## src/rtl/rf_write_arbiter_if.sv

```systemverilog
// Requester-side bundle of the register-file write arbiter.
// Master = requesters, slave = arbiter.
interface rf_write_arbiter_if #(
  parameter int N_REQ  = 2,
  parameter int DATA_W = 16,
  parameter int ADDR_W = 3
);
  logic [N_REQ-1:0]        req_valid;
  logic [N_REQ-1:0]        req_lock;
  logic [N_REQ*ADDR_W-1:0] req_addr;
  logic [N_REQ*DATA_W-1:0] req_data;
  logic [N_REQ-1:0]        req_ready;
  logic                    stall;

  modport master (
    output req_valid, req_lock, req_addr, req_data, stall,
    input  req_ready
  );

  modport slave (
    input  req_valid, req_lock, req_addr, req_data, stall,
    output req_ready
  );
endinterface

```

## src/rtl/rf_write_arbiter.sv

```systemverilog
// Round-robin arbiter for the register-file write port
// with optional lock and a registered write stage.
module rf_write_arbiter #(
  parameter int N_REQ  = 2,
  parameter int DATA_W = 16,
  parameter int ADDR_W = 3
) (
  input  logic                     clk,
  input  logic                     reset,
  rf_write_arbiter_if.slave        req,
  output logic                     rf_we,
  output logic [ADDR_W-1:0]        rf_waddr,
  output logic [DATA_W-1:0]        rf_wdata,
  output logic [$clog2(N_REQ)-1:0] grant_id,
  output logic                     locked
);
  localparam int IDW = $clog2(N_REQ);

  typedef enum logic {IDLE, LOCKED} state_e;

  state_e          state_q, state_d;
  logic [IDW-1:0]  owner_q, owner_d;
  logic [IDW-1:0]  last_q, last_d;

  logic            rr_hit;
  logic [IDW-1:0]  rr_idx;
  logic [IDW-1:0]  win;
  logic [N_REQ-1:0] ready;
  logic            xfer;
  logic [ADDR_W-1:0] addr_sel;
  logic [DATA_W-1:0] data_sel;
  logic            lock_sel;

  logic              rf_we_q;
  logic [ADDR_W-1:0] rf_waddr_q;
  logic [DATA_W-1:0] rf_wdata_q;
  logic [IDW-1:0]    gid_q;

  // Round-robin search: nearest valid requester after last_grant
  always_comb begin
    rr_hit = 1'b0;
    rr_idx = '0;
    for (int k = N_REQ; k >= 1; k--) begin
      if (req.req_valid[(int'(last_q) + k) % N_REQ]) begin
        rr_hit = 1'b1;
        rr_idx = IDW'((int'(last_q) + k) % N_REQ);
      end
    end
  end

  // FSM state register plus round-robin pointer
  always_ff @(posedge clk or negedge reset) begin
    if (!reset) begin
      state_q <= IDLE;
      owner_q <= '0;
      last_q  <= IDW'(N_REQ - 1);
    end else begin
      state_q <= state_d;
      owner_q <= owner_d;
      last_q  <= last_d;
    end
  end

  // FSM next state: lock follows the winner's lock bit
  always_comb begin
    state_d = state_q;
    owner_d = owner_q;
    last_d  = last_q;
    if (xfer) begin
      last_d = win;
      if (lock_sel) begin
        state_d = LOCKED;
        owner_d = win;
      end else begin
        state_d = IDLE;
      end
    end else if (state_q == LOCKED && !req.stall &&
                 !req.req_valid[owner_q]) begin
      state_d = IDLE;
    end
  end

  // FSM outputs: one-hot ready, gated by reset and stall
  always_comb begin
    ready = '0;
    win   = rr_idx;
    unique case (state_q)
      IDLE: begin
        win = rr_idx;
        if (reset && !req.stall && rr_hit) ready[rr_idx] = 1'b1;
      end
      LOCKED: begin
        win = owner_q;
        if (reset && !req.stall && req.req_valid[owner_q])
          ready[owner_q] = 1'b1;
      end
      default: ready = '0;
    endcase
  end

  assign xfer          = |ready;
  assign req.req_ready = ready;

  // Winner's payload selection
  always_comb begin
    addr_sel = req.req_addr[int'(win)*ADDR_W +: ADDR_W];
    data_sel = req.req_data[int'(win)*DATA_W +: DATA_W];
    lock_sel = req.req_lock[win];
  end

  // Registered write stage; payload holds when idle
  always_ff @(posedge clk or negedge reset) begin
    if (!reset) begin
      rf_we_q    <= 1'b0;
      rf_waddr_q <= '0;
      rf_wdata_q <= '0;
      gid_q      <= '0;
    end else begin
      rf_we_q <= xfer;
      if (xfer) begin
        rf_waddr_q <= addr_sel;
        rf_wdata_q <= data_sel;
        gid_q      <= win;
      end
    end
  end

  assign rf_we    = rf_we_q;
  assign rf_waddr = rf_waddr_q;
  assign rf_wdata = rf_wdata_q;
  assign grant_id = gid_q;
  assign locked   = (state_q == LOCKED);
endmodule

```

## src/flat_wrapper.sv

```systemverilog
// flat-port wrapper written by rule: the top's interface ports become plain ports
module rf_write_arbiter_flat 
#(
  parameter int N_REQ  = 2,
  parameter int DATA_W = 16,
  parameter int ADDR_W = 3
)
  (clk, reset, rf_we, rf_waddr, rf_wdata, grant_id, locked, req_req_valid, req_req_lock, req_req_addr, req_req_data, req_stall, req_req_ready);
  rf_write_arbiter_if #(.N_REQ(N_REQ), .DATA_W(DATA_W), .ADDR_W(ADDR_W)) req_i ();
  input  logic clk;
  input  logic reset;
  output logic rf_we;
  output logic [ADDR_W-1:0] rf_waddr;
  output logic [DATA_W-1:0] rf_wdata;
  output logic [$clog2(N_REQ)-1:0] grant_id;
  output logic locked;
  input wire logic [$bits(req_i.req_valid)-1:0] req_req_valid;
  input wire logic [$bits(req_i.req_lock)-1:0] req_req_lock;
  input wire logic [$bits(req_i.req_addr)-1:0] req_req_addr;
  input wire logic [$bits(req_i.req_data)-1:0] req_req_data;
  input wire logic [$bits(req_i.stall)-1:0] req_stall;
  output wire logic [$bits(req_i.req_ready)-1:0] req_req_ready;
  assign req_i.req_valid = req_req_valid;
  assign req_i.req_lock = req_req_lock;
  assign req_i.req_addr = req_req_addr;
  assign req_i.req_data = req_req_data;
  assign req_i.stall = req_stall;
  assign req_req_ready = req_i.req_ready;
  rf_write_arbiter #(.N_REQ(N_REQ), .DATA_W(DATA_W), .ADDR_W(ADDR_W)) u_core (.clk(clk), .reset(reset), .req(req_i), .rf_we(rf_we), .rf_waddr(rf_waddr), .rf_wdata(rf_wdata), .grant_id(grant_id), .locked(locked));
endmodule
```

## config.mk

```make
export PLATFORM = sky130hd
export DESIGN_NAME = rf_write_arbiter_flat
export DESIGN_NICKNAME = d
export VERILOG_FILES = /design/src/rtl/rf_write_arbiter_if.sv /design/src/rtl/rf_write_arbiter.sv /design/src/flat_wrapper.sv
export SDC_FILE = /design/constraint.sdc
export NUM_CORES = 1
export LEC_CHECK = 0
export CAP_MARGIN = 20
export CORE_MARGIN = 2
export CORE_UTILIZATION = 40
export CTS_BUF_LIST = sky130_fd_sc_hd__clkbuf_4
export DETAILED_ROUTE_END_ITERATION = 12
export GPL_TIMING_DRIVEN = 0
export PLACE_DENSITY_LB_ADDON = 0.2
export SYNTH_ARGS = -nofsm -noshare
export SYNTH_HDL_FRONTEND = slang
export SYNTH_SLANG_ARGS = --single-unit
```

## constraint.sdc

```tcl
create_clock -name clk -period 2.2 [get_ports clk]
set_input_delay 0.66 -clock clk [delete_from_list [all_inputs] [get_ports clk]]
set_output_delay 0.66 -clock clk [all_outputs]
set_load 0.02 [all_outputs]
```

; Word-level counts from Yosys, hierarchy flattened
; Cells that the tools add are included.
[word_totals]
regBits = 24
out_inout_bits = 24
word_cells = 59
[classes]
addsub = 2
n_mul = 1
n_lt_le_gt_ge = 7
shifts = 2
muxes = 25
bitwise_logic = 3
n_reduce_logical = 12
[op_table]
columns = op, count
row1 = $shiftx A32 B6 Y16, 1
row2 = $shiftx A6 B32 Y3, 1
row3 = $mux W1, 19
row4 = $logic_and A1 B1 Y1, 7
row5 = $lt A1 B2 Y1 const B, 3
row6 = $lt A2 B3 Y1 const B, 2
row7 = $mux W2, 2
row8 = $pmux W2 S2, 1
row9 = $mul A1 B2 Y3 const B, 1
row10 = $add A1 B1 Y1 const B, 2
row11 = $and A1 B1 Y1 const A, 2
row12 = $demux W1 S1, 2
row13 = $ge A1 B1 Y1 const B, 2
row14 = $logic_not A1 Y1, 2
row15 = $pmux W1 S2, 1
row16 = $reduce_and A2 Y1, 1
row17 = $reduce_bool A2 Y1, 1
row18 = $reduce_or A2 Y1, 1
row19 = $not A1 Y1, 1

; Logic depth before layout (Yosys ltp)
; Gate-level depths: netlist of the first run.
[logic_depth]
word_depth = 15
ltp_mapped = 7

; Worst setup path after synthesis of the first run
; No wires, ideal clock.
[synth_timing]
path_type = input to output
start = in req_stall
end = out req_req_ready[1]
arrival_ns = 1.510
slack_ns = 0.030
path_stages = 2
cell_sequence = nand2b_1 > nor3_1
[synth_between]
elab_chain_cells = 5
[synth_lines]
columns = item, line_no
row1 = from (decl), flat_wrapper.sv:21  ; input wire logic [$bits(req_i.stall)-1:0] req_stall;
row2 = $logic_not A1 Y1 *, "rf_write_arbiter.sv:90, rf_write_arbiter.sv:94"
row3 = $logic_and A1 B1 Y1 *, "rf_write_arbiter.sv:90, rf_write_arbiter.sv:94"
row4 = $logic_and A1 B1 Y1 (on tied branches), "rf_write_arbiter.sv:94, rf_write_arbiter.sv:90"
row5 = $mux W2 (on tied branches), "rf_write_arbiter.sv:94, rf_write_arbiter.sv:90"
row6 = $pmux W2 S2 *, rf_write_arbiter.sv:87  ; unique case (state_q)
row7 = to (decl), flat_wrapper.sv:22  ; output wire logic [$bits(req_i.req_ready)-1:0] req_req_ready;
; Every way passes the cells marked *; elsewhere a longest branch is shown, timed or not.

; Worst setup path in the final report of the first run
[layout_timing]
start = in req_stall
end = out req_req_ready[0]
; Same word-level chain as after synthesis.

==> impl_metrics.py, run 1 <==
metrics = {
    "run_status": {
        "outcome": "finished, final reports clean",
    },
    "final_layout": {
        "layout_commonest_cell": "clkdlybuf4s50_1",
        "seq_area_um2": 602,
        "area_growth_pct": 66.9,
        "fin_nets": 232,
        "layout_common_cells": "62 x clkdlybuf4s50_1, 23 x dfrtp_1, 21 x mux2i_1",
        "fin_cells": 219,
        "n_antenna_cell": 0,
        "multiInputGateArea_um2": 617,
        "layout-drive-gt1-share": 0.247,
        "fillers": 243,
        "final_area_um2": 2080,
    },
    "timing": {
        "finalHoldViolCount": 0,
        "post-route-period-util": 0.981,
        "worstMarginPinSlew_ns": 0.325,
        "period_needed_ns": 2.16,
        "finClkSkew_ns": 0.00866,
        "drv_slew": 0,
        "finalSetupTns_ns": 0,
        "timing.slew.headroom": 0.777,
        "rsz0062_at_grt": "false",
        "max_freq_ghz": 0.463,
        "setup_viol": 0,
    },
    "placement": {
        "place_inst": 212,
        "hpwl_mm": 2.46,
        "gp_congestion": 0.842,
        "port_buffers": 68,
        "placed_area_um2": 2000,
    },
    "global_routing": {
        "grt_max_degree": 17,
        "grt.overflow.total": 0,
        "use_met3": 0.0281,
        "use_met2": 0.348,
        "grt_pass1_vias": 1198,
        "grt_usage": 0.191,
        "antenna_found_initial": 0,
        "use_met1": 0.230,
        "grt_pass1_wl_mm": 5.21,
        "busiest_layer": "met2",
    },
    "logic_synthesis": {
        "syn_avg_cell_area_um2": 11.4,
        "synth-seq-cells": 24,
        "synth_top_area_frac": 0.461,
        "syn_nets": 155,
        "yosysTopAreaCell": "dfrtp_1",
        "synth_area_um2": 1250,
        "synth_seq_area_share": 0.482,
        "synth.distinct_cells": 19,
        "postSynthCellCount": 110,
        "netlist_top_cells_area": "dfrtp_1 46%, mux2i_1 17%, a21oi_2 13%, nor2_1 6.0%, buf_4 2.4%",
        "synth_warnings": 0,
    },
    "cts": {
        "clock-root-buffer": "clkbuf_4",
        "tritoncts": "done",
        "cts_max_level": 1,
        "clk_latency_ns": 0.30,
        "clock_sinks": 24,
        "cts_made_buffers": 3,
        "clkTransAtPathRegs_ns": 0.13,
        "clockBufferDepth": 2,
    },
    "floorplan": {
        "start_util": 0.416,
        "dieArea_um2": 3580,
        "die_x_um": 59.9,
        "fp-row-count": 20,
        "die_h_um": 59.9,
        "ioPinCount": 69,
        "core_um2": 3000,
    },
    "setup_path": {
        "r2r.worst_path.cells": 6,
        "critPathMaxFanout": 3,
        "r2r_end": "u_core.rf_wdata[7]",
        "critical_path_class": "input pin to output port",
        "reg2reg_slack_ns": 0.40,
        "r2r-start": "u_core.last_q",
        "crit_start": "req_stall",
        "critPathArrivalTime_ns": 1.50,
        "crit_end": "req_req_ready[0]",
        "cp-end-kind": "output port",
        "startpoint_type": "input pin",
        "cp.required_ns": 1.54,
    },
    "power": {
        "ir_drop_mv": 0.543,
        "p_leak_nw": 0.897,
        "power_density_nw_per_um2": 1040,
        "total_power_mw": 2.17,
    },
    "route": {
        "drtIter0Drc": 57,
        "vias_per_cell": 5.11,
        "wl_per_cell_um": 14.5,
        "wl_mm": 3.17,
        "drtPass1Iterations": 4,
        "ant_nets": 0,
        "drc": 0,
        "num_vias": 1119,
    },
    "flow_run": {
        "cap_violations": 0,
    },
    "worst_hold_path": {
        "hold_path_class": "input pin to async pin",
    },
}
## critical path, stage by stage
cell and delay [ns]:
dlygate4sd2_1 0.24, nand2b_4 0.16, a21oi_4 0.14, o311ai_4 0.11
inv_1 0.08, buf_6 0.11
## worst min-delay path by stage
stage / end / slack (ns) / cells past startpoint
after floorplan: u_core.grant_id / 0.36 / 0
after global placement: u_core.grant_id / 0.46 / 1
after detailed placement: u_core.grant_id / 0.47 / 1
after CTS: u_core.locked / 0.23 / 1
after global routing: u_core.locked / 0.19 / 1
final: u_core.locked / 0.21 / 1
## cell type report
cell class	instances	share of cell area
buffer	7	0.0324
sequential	24	0.289
inverter	2	0.00360
tap	33	0.0198
clock buffer	4	0.0144
multi-input combinational	77	0.296
timing repair buffer	72	0.345
## power by group
part | internal [mW] | total, mW | switching, mW
clock network | 0.0828 | 0.205 | 0.122
logic | 0.626 | 1.24 | 0.610
registers | 0.615 | 0.729 | 0.114
total | 1.32 | 2.17 | 0.846
## repair_timing
action                     CTS  global route
setup endpoints to repair   23             2
hold buffers                 0             0
resized for setup           32             1
pin swaps                    2             2
buffers inserted             3             0
cloned                       0             0
## synthesized netlist by cell type (all sizes together)
cell type / number
nand2b: 2
a22oi: 1
buf: 7
nor3: 1
a21o: 2
a211oi: 1
inv: 2
o311ai: 1
a221o: 1
mux2i: 21
nor2: 20
dfstp: 1
a21oi: 24
dfrtp: 23
nand2: 1
nor2b: 2
## cell families (layout without fill, tap and decap cells)
kind of cell    after synthesis  count (layout)  share of synthesized area
compound gates               30              30                      0.202
buf+inv                       9              85                     0.0601
flops                        24              24                      0.482
mux                          21              21                      0.168
simple gates                 26              26                     0.0872
## layer usage
layer / share of wire / wire (um)
met3: 0.046 / 146
met5: 0 / 0
met2: 0.54 / 1710
met1: 0.40 / 1260
met4: 0.018 / 56
## through the flow
stage	utilization	hold slack [ns]	worst slack [ns]
after floorplan	-	0.364	0.0300
after global placement	0.656	0.460	-1.79
after detailed placement	0.665	0.470	-1.38
after CTS	0.693	0.228	0.0207
after global routing	0.694	0.189	0.00448
final	0.694	0.207	0.0413
## registers in the layout, summed over array words and instances, names as in the netlist
register / count
u_core.rf_wdata: 16
u_core.grant_id: 1
u_core.rf_waddr: 3
u_core.rf_we: 1
u_core.locked: 1
u_core.owner_q: 1
u_core.last_q: 1
(Power assumes the default switching activity.)
==> run 2, diff against run 1 <==
ABC_AREA = 0   (was not set)
SLEW_MARGIN = 20   (was not set)
==> run 2 against run 1 <==
Worst hold slack got worse by 0.021 ns. Clock-buffer cell count unchanged. Setup slack worse by 0.0076 ns. Core utilization shrank 0.54 points. Critical path type unchanged. Sequential share of layout area up 0.23 points. Largest power group unchanged. Register-to-register slack better by 0.02 ns. Clock power about the same. Sequential power about the same.
==> impl_metrics.py, run 2 (synthesized netlist as in run 1, its figures left out) <==
metrics = {
    "setup_path": {
        "cp-end-kind": "output port",
        "reg2reg_slack_ns": 0.42,
        "critical_path_class": "input pin to output port",
        "critPathMaxFanout": 5,
        "crit_start": "req_req_valid[0]",
        "r2r.worst_path.cells": 6,
        "r2r_end": "u_core.rf_wdata[9]",
        "critPathArrivalTime_ns": 1.51,
        "r2r-start": "u_core.last_q",
        "startpoint_type": "input pin",
        "cp.required_ns": 1.54,
    },
    "floorplan": {
        "die_h_um": 59.9,
        "die_x_um": 59.9,
        "ioPinCount": 69,
        "core_um2": 3000,
        "fp-row-count": 20,
        "dieArea_um2": 3580,
        "start_util": 0.416,
    },
    "final_layout": {
        "fin_nets": 231,
        "layout_commonest_cell": "clkdlybuf4s50_1",
        "fin_cells": 218,
        "n_antenna_cell": 0,
        "post-route-util": 0.689,
        "largest_register_ffs": 16,
        "area_growth_pct": 65.6,
        "fillers": 258,
        "layout_common_cells": "62 x clkdlybuf4s50_1, 23 x dfrtp_1, 21 x mux2i_1",
        "layout-drive-gt1-share": 0.243,
    },
    "power": {
        "p_int_mw": 1.32,
        "combPwrFrac": 0.566,
        "power_density_nw_per_um2": 1040,
        "p_switching_uw": 836,
        "total_power_mw": 2.16,
        "p_clk_frac": 0.096,
        "ir_drop_mv": 0.558,
        "p_leak_nw": 0.886,
        "swShare": 0.388,
        "power_frac_seq": 0.338,
    },
    "global_routing": {
        "use_met1": 0.216,
        "grt_max_degree": 26,
        "use_met3": 0.0260,
        "grt_usage": 0.182,
        "grt_pass1_wl_mm": 4.86,
        "antenna_found_initial": 0,
        "grt.overflow.total": 0,
        "use_met2": 0.325,
        "busiest_layer": "met2",
        "grt_pass1_vias": 1113,
    },
    "placement": {
        "place_inst": 211,
        "gp_congestion": 0.842,
        "port_buffers": 68,
        "hpwl_mm": 2.39,
    },
    "route": {
        "wl_per_cell_um": 14.2,
        "drtPass1Iterations": 4,
        "drtIter0Drc": 24,
        "num_vias": 1114,
        "wl_mm": 3.09,
        "drc": 0,
        "vias_per_cell": 5.11,
        "ant_nets": 0,
    },
    "timing": {
        "rsz0062_at_grt": "false",
        "post-route-period-util": 0.985,
        "worstMarginPinSlew_ns": 0.323,
        "finClkSkew_ns": 0.00722,
        "finalHoldViolCount": 0,
        "max_freq_ghz": 0.462,
        "period_needed_ns": 2.17,
        "timing.slew.headroom": 0.778,
        "finalSetupTns_ns": 0,
        "setup_viol": 0,
        "drv_slew": 0,
    },
    "run_status": {
        "outcome": "finished, final reports clean",
    },
    "worst_hold_path": {
        "hold_path_class": "input pin to async pin",
    },
    "cts": {
        "clock-root-buffer": "clkbuf_4",
        "clkTransAtPathRegs_ns": 0.13,
        "clock_sinks": 24,
        "tritoncts": "done",
        "cts_max_level": 1,
        "clockBufferDepth": 2,
        "cts_made_buffers": 3,
        "clk_latency_ns": 0.31,
    },
    "flow_run": {
        "cap_violations": 0,
    },
}
-- run 2: cell types whose count changed in the layout (fill, tap and decap cells not counted), sizes merged --
| cell | before | now |
|---|---|---|
| clkbuf | 5 | 4 |
| buf | 14 | 13 |
| clkdlybuf4s15 | 0 | 2 |
| dlygate4sd2 | 2 | 1 |
-- run 2: critical path, cell delays in order --
cell and delay (ns):
clkdlybuf4s15_2 0.24, a21oi_2 0.14, a21oi_1 0.08, nor3_2 0.20, buf_4 0.19
-- run 2: per-layer routing --
layer | part of all wire | vias up
met5 | 0 | -
met4 | 0.024 | 0
met3 | 0.051 | 8
met2 | 0.53 | 38
met1 | 0.40 | 536
li1 | - | 532
-- run 2: worst max path at each step --
stage / to / slack [ns] / depth (start not counted)
2_1_floorplan: req_req_ready[1] / 0.03 / 2
3_3_place_gp: req_req_ready[1] / -1.79 / 4
3_5_place_dp: req_req_ready[1] / -1.03 / 4
4_1_cts: req_req_ready[1] / 0.006 / 5
5_1_grt: req_req_ready[1] / 0.004 / 5
6_report: req_req_ready[1] / 0.03 / 5
-- run 2: through the flow --
| stage | area (um^2) | worst slack [ns] | hold WS [ns] |
|---|---|---|---|
| after global routing | 2070 | 0.00394 | 0.164 |
| after CTS | 2070 | 0.00623 | 0.179 |
| after floorplan | 1250 | 0.0300 | 0.364 |
| after global placement | 1970 | -1.79 | 0.460 |
| after detailed placement | 1970 | -1.03 | 0.468 |
| final | 2070 | 0.0338 | 0.186 |
-- run 2: final cells by class --
| cell class | count | area [um^2] | share of cell area |
|---|---|---|---|
| Buffer | 7 | 67.6 | 0.0327 |
| Multi-Input combinational cell | 77 | 617 | 0.298 |
| Tap cell | 33 | 41.3 | 0.0200 |
| Inverter | 2 | 7.51 | 0.00363 |
| Sequential cell | 24 | 602 | 0.291 |
| Clock buffer | 4 | 30.0 | 0.0145 |
| Timing Repair Buffer | 71 | 703 | 0.340 |
-- run 2: repair_timing --
item,4_1_cts,5_1_grt
hold buffers,0,0
setup endpoints to repair,2,2
setup buffers,3,0
pin swaps,2,2
cloned,0,0
resized for setup,28,1
-- run 2: power by group through the flow --
stage / clock network, mW / logic, mW / registers, mW
after floorplan: 0 / 0.519 / 0.910
after global placement: 0 / 1.18 / 0.715
after detailed placement: 0 / 1.21 / 0.729
after CTS: 0.221 / 1.24 / 0.729
after global routing: 0.244 / 1.31 / 0.751
final: 0.207 / 1.22 / 0.729
